### src/rtl/register_file_pkg.sv
// Shared register-file constants for the HybridCore operand-fetch / writeback path.
package register_file_pkg;
  localparam int   RF_DATA_W           = 16;
  localparam int   RF_REG_IDX_W        = 5;
  localparam int   RF_NUM_REGS         = 2 ** RF_REG_IDX_W;
  localparam logic ADDR_MODE_DIRECT    = 1'b0;
  localparam logic ADDR_MODE_IMMEDIATE = 1'b1;
endpackage

### src/rtl/register_file_scoreboard.sv
// Pending-writeback scoreboard: one bit per register, hazard detect for both read ports.
module reg_scoreboard
  import register_file_pkg::*;
#(
  parameter int REG_IDX_W = RF_REG_IDX_W,
  parameter int ZERO_REG  = 0
) (
  input  logic                 clk,
  input  logic                 reset,
  input  logic                 rsv_en,
  input  logic [REG_IDX_W-1:0] rsv_idx,
  input  logic                 w_en,
  input  logic [REG_IDX_W-1:0] w_idx,
  input  logic                 r_en_a,
  input  logic [REG_IDX_W-1:0] r_idx_a,
  input  logic                 r_en_b,
  input  logic [REG_IDX_W-1:0] r_idx_b,
  output logic                 hazard_a,
  output logic                 hazard_b,
  output logic                 pending_any
);
  localparam int NUM_REGS = 2 ** REG_IDX_W;

  logic [NUM_REGS-1:0] pending;
  logic [NUM_REGS-1:0] pending_nxt;
  logic                rsv_ok;

  // Register 0 never becomes pending when it is hardwired to zero.
  assign rsv_ok = !((ZERO_REG != 0) && (rsv_idx == '0));

  // Next pending vector: clear on writeback, then set on reserve so a new producer wins.
  always_comb begin
    pending_nxt = pending;
    if (w_en) pending_nxt[w_idx] = 1'b0;
    if (rsv_en && rsv_ok) pending_nxt[rsv_idx] = 1'b1;
  end

  // Scoreboard state; pending_any summarises the vector one cycle later.
  always_ff @(posedge clk) begin
    if (reset) begin
      pending     <= '0;
      pending_any <= 1'b0;
    end else begin
      pending     <= pending_nxt;
      pending_any <= |pending;
    end
  end

  // A read is hazardous unless the pending value is arriving on the write port right now.
  assign hazard_a = r_en_a & pending[r_idx_a] & ~(w_en & (w_idx == r_idx_a));
  assign hazard_b = r_en_b & pending[r_idx_b] & ~(w_en & (w_idx == r_idx_b));
endmodule

### src/rtl/register_file.sv
// Architectural register file: two registered read ports with write-first bypass,
// one write port, and a pending-writeback scoreboard for operand-fetch stalls.
module register_file
  import register_file_pkg::*;
#(
  parameter int DATA_W    = RF_DATA_W,
  parameter int REG_IDX_W = RF_REG_IDX_W,
  parameter int ZERO_REG  = 0
) (
  input  logic                 clk,
  input  logic                 reset,
  input  logic                 reg_r_en_a,
  input  logic [15:0]          reg_r_idx_a,
  output logic [DATA_W-1:0]    reg_r_data_a,
  input  logic                 reg_r_en_b,
  input  logic [15:0]          reg_r_idx_b,
  output logic [DATA_W-1:0]    reg_r_data_b,
  input  logic                 reg_w_en,
  input  logic [15:0]          reg_w_idx,
  input  logic [DATA_W-1:0]    reg_w_data,
  input  logic                 rsv_en,
  input  logic [REG_IDX_W-1:0] rsv_idx,
  output logic                 hazard_a,
  output logic                 hazard_b,
  output logic                 pending_any
);
  localparam int NUM_REGS = 2 ** REG_IDX_W;

  logic [DATA_W-1:0]    mem [NUM_REGS];
  logic [REG_IDX_W-1:0] idx_a;
  logic [REG_IDX_W-1:0] idx_b;
  logic [REG_IDX_W-1:0] idx_w;
  logic                 w_ok;
  logic                 unused_idx_bits;

  assign idx_a = reg_r_idx_a[REG_IDX_W-1:0];
  assign idx_b = reg_r_idx_b[REG_IDX_W-1:0];
  assign idx_w = reg_w_idx[REG_IDX_W-1:0];
  assign unused_idx_bits = ^{reg_r_idx_a[15:REG_IDX_W], reg_r_idx_b[15:REG_IDX_W],
                             reg_w_idx[15:REG_IDX_W]};

  // Writes to a hardwired-zero register 0 are dropped, so mem[0] stays 0 and the bypass never fires for it.
  assign w_ok = reg_w_en && !((ZERO_REG != 0) && (idx_w == '0));

  // Storage array.
  always_ff @(posedge clk) begin
    if (reset) begin
      for (int i = 0; i < NUM_REGS; i++) mem[i] <= '0;
    end else if (w_ok) begin
      mem[idx_w] <= reg_w_data;
    end
  end

  // Read-data registers with write-first bypass; hold when the port is idle.
  always_ff @(posedge clk) begin
    if (reset) begin
      reg_r_data_a <= '0;
      reg_r_data_b <= '0;
    end else begin
      if (reg_r_en_a) reg_r_data_a <= (w_ok && idx_w == idx_a) ? reg_w_data : mem[idx_a];
      if (reg_r_en_b) reg_r_data_b <= (w_ok && idx_w == idx_b) ? reg_w_data : mem[idx_b];
    end
  end

  reg_scoreboard #(
    .REG_IDX_W (REG_IDX_W),
    .ZERO_REG  (ZERO_REG)
  ) u_scoreboard (
    .clk         (clk),
    .reset       (reset),
    .rsv_en      (rsv_en),
    .rsv_idx     (rsv_idx),
    .w_en        (reg_w_en),
    .w_idx       (idx_w),
    .r_en_a      (reg_r_en_a),
    .r_idx_a     (idx_a),
    .r_en_b      (reg_r_en_b),
    .r_idx_b     (idx_b),
    .hazard_a    (hazard_a),
    .hazard_b    (hazard_b),
    .pending_any (pending_any)
  );
endmodule

### config.mk
export PLATFORM = sky130hd
export DESIGN_NAME = register_file
export DESIGN_NICKNAME = d
export VERILOG_FILES = /design/src/rtl/register_file_pkg.sv /design/src/rtl/register_file_scoreboard.sv /design/src/rtl/register_file.sv
export SDC_FILE = /design/constraint.sdc
export NUM_CORES = 1
export LEC_CHECK = 0
export CORE_MARGIN = 2
export CORE_UTILIZATION = 40
export DETAILED_ROUTE_END_ITERATION = 12
export PLACE_DENSITY = 0.65
export SYNTH_ARGS = -nofsm -noshare
export SYNTH_HDL_FRONTEND = slang
export SYNTH_SLANG_ARGS = --single-unit
### constraint.sdc
create_clock -name clk -period 5.91 [get_ports clk]
set_input_delay 1.182 -clock clk [delete_from_list [all_inputs] [get_ports clk]]
set_output_delay 1.182 -clock clk [all_outputs]
set_load 0.1 [all_outputs]
==> results.md <==
- Outcome: completed
- Post-synthesis cell type count: 61
- Initial Util: 0.404
- Post-layout min period: 4.77 ns
- Min-Delay Path Class: register to register
- Clock latency at the later pin of the worst-skew pair: 0.65 ns
- Flops & latches, synth: 577
- Max Root-Sink Buffers: 3
- Ys async rst share: 0
- Power Dens Cells: 286 nW/um2
- Largest area contributor in the netlist: edfxtp_1
- DRC Markers: 0
- Worst-path maximum fanout: 17
- CTS root buf: clkbuf_16
- Vias in the first global route: 22600
- Setup WS pre-CTS: 1.22 ns
- Clk network pwr share: 0.374
- Grt peak-use layer: met2
- CP Data Required Time: 4.73 ns
- Highest clock rate: 210 MHz
- Comb power frac: 0.143
- GR Layer Usage met3: 0.0543
- Unrepaired setup endpoints after global routing: false
- R2R cell count: 5
- Psw: 2730 uW
- Via count: 22600
- Standard-cell rows: 102
- Tcrit/Tclk final: 0.807
- Sequential share of the synthesized area: 0.532
- Critical path's slowest cell: nand2_1
- Sequential share of power: 0.483
- Met2 usage: 0.433
- H-tree Lvls: 2
- Number of synthesized flops with an enable pin: 512
- Synth area leaders: edfxtp_1 (49%), mux4_2 (13%), and2_1 (8.4%), mux2i_1 (6.3%), dfxtp_1 (4.1%)
- Synth Cell Area: 31400 um2
- TritonCTS clock tree: built
- FF+latch area: 16700 um2
- Static leakage: 0.0121 uW
- Yosys warns: 0
- Setup Buffers After CTS: 0
- Chip width: 284 um
- Die Y: 284 um
- Pin count of the biggest net entering global routing: 97
- Core ar.: 77600 um2
- Fin. max-slew vios: 0
- Predominant post-synthesis flop cell: edfxtp_1
- GRT Residual Overflow: 0
- Post-DP HPWL: 72.4 mm
- Setup Viol. Count Final: 0
- Syn_nets: 2493
- FILL cells: 7080
- Setup crit end kind: output port
- Final core utilization: 0.448
- Clk pin slew, worst setup/hold paths: 0.06 ns
- Most frequent cell after synthesis: edfxtp_1
- DRT antenna net count: 0
- Setup WS post-layout: 1.14 ns
- Fraction of layout cells with a size suffix above 1: 0.153
- Max cap viols: 0
- Top cells by count, synth: edfxtp_1 (512), and2_1 (422), mux2i_1 (197)
- Worst Path Class, Setup: primary input to output port
- Syn_area_per_cell: 13.0 um2
- Startpoint Class: primary input
- GR Layer Usage met1: 0.351
- Sw Share: 0.275
- Worst hold stages: 2
- Num CTS Buffers: 61
- CTS resizes: 0
- Initial antenna violation count: 5
- Peak VDD IR: 0.000222 V
- I/O Buffers: 76
- CP cell instances: clkdlybuf4s50_1 > buf_4 > xnor2_1 > nand2_1 > o21ai_0 > a21oi_1 > buf_12
- Die ar.: 80700 um2
- Final wirelength: 112 mm
- Internal power: 7210 uW
- Post-CTS Hold Buffers: 0
- Sum Neg Setup Slack: 0 ns
- Area of the multi-input gates: 13400 um2
- Synthesized instance count: 2418
- Layout area overhead: 10.8%
- DR vias/cell: 6.48
- Routability congestion estimate: 0.894
- First-pass GRT wire length: 160 mm
- Clk sinks: 577
- Drt first pass iters: 6
- Top-Level Pins: 110
- Endpoints failing hold: 0
- Worst slew pin tran: 1.33 ns
- Critical Path AT: 3.59 ns
- Clk_skew: 0.0316 ns
- Post-synth top area share: 0.490
- Gr usage total: 0.274
- Hold slack final: 0.513 ns
- Max incr delay on CP: 0.50 ns
- Tot Pwr: 9940 uW
- WL/cell: 32.2 um
- Iteration-0 DRC Markers: 3280
- Slew margin rel.: 0.111
- Fin nets: 2470
[power groups by stage]
| stage | logic (uW) | clock network, uW | registers [uW] |
|---|---|---|---|
| 3_5_place_dp | 1390 | 0 | 4890 |
| 3_3_place_gp | 1370 | 0 | 4860 |
| 2_1_floorplan | 767 | 0 | 4970 |
| 5_1_grt | 1450 | 3870 | 4830 |
| 4_1_cts | 1390 | 3720 | 4800 |
| 6_report | 1420 | 3720 | 4810 |
[routing by layer]
metal,part of all wire,vias up
met5,0.00033,-
met4,0.068,6
met3,0.12,353
met2,0.46,1606
met1,0.35,11400
li1,-,9193
[final timing paths]
check / start / end / slack, ns
setup / recovery: reg_w_idx[3] / hazard_b / 1.14
hold / removal: u_scoreboard.pending[20] / u_scoreboard.pending[20] / 0.51
setup reg to reg: mem[4][15] / reg_r_data_b[15] / 3.66
hold reg to reg: u_scoreboard.pending[20] / u_scoreboard.pending[20] / 0.51
[cells by family after synthesis]
logic type / after synthesis / share of synthesized area
AO/OA/AOI/OAI: 352 / 0.0809
XOR/XNOR: 10 / 0.00279
buffers and inverters: 283 / 0.0430
flip-flops: 577 / 0.532
multiplexers: 382 / 0.195
AND/OR/NAND/NOR: 814 / 0.146
[flip-flops by register name (all words and copies together) (netlist names)]
register and count:
mem 512, reg_r_data_a 16, reg_r_data_b 16, u_scoreboard.pending 32, u_scoreboard.pending_any 1
[area by class of cell]
cell class,count,share of cell area
antenna,1,0.0000720
clock buffer,80,0.0471
clock inverter,32,0.00670
inverter,42,0.00454
multi-input combinational,1558,0.384
sequential,577,0.480
tap,1040,0.0375
timing repair buffer,155,0.0396
[critical path, delay by kind of cell]
| kind | cells | cell delay, ns |
|---|---|---|
| AO/OA/AOI/OAI | 2 | 0.83 |
| XOR/XNOR | 1 | 0.10 |
| buffers and inverters | 3 | 0.96 |
| AND/OR/NAND/NOR | 1 | 0.50 |
[layout by cell type, fill, tap and decap left out, types with 33 or more instances in the layout]
| master | instances |
|---|---|
| a221oi_1 | 51 |
| and2_1 | 421 |
| a21o_1 | 33 |
| clkbuf_16 | 61 |
| edfxtp_1 | 512 |
| nor3_1 | 127 |
| a22oi_1 | 44 |
| o21ai_0 | 54 |
| inv_1 | 40 |
| mux4_2 | 178 |
| nand2_1 | 56 |
| nor2_1 | 85 |
| dfxtp_1 | 65 |
| mux2i_1 | 197 |
| buf_4 | 78 |
| clkdlybuf4s50_1 | 65 |
| a21oi_1 | 43 |
[through the flow]
step | instance area, um2 | instances
finish | 34700 | 3485
global route | 34700 | 3484
CTS | 34700 | 3483
detailed placement | 32900 | 3371
global placement | 32900 | 3371
floorplan | 31400 | 2418
(Power assumes the default switching activity.)
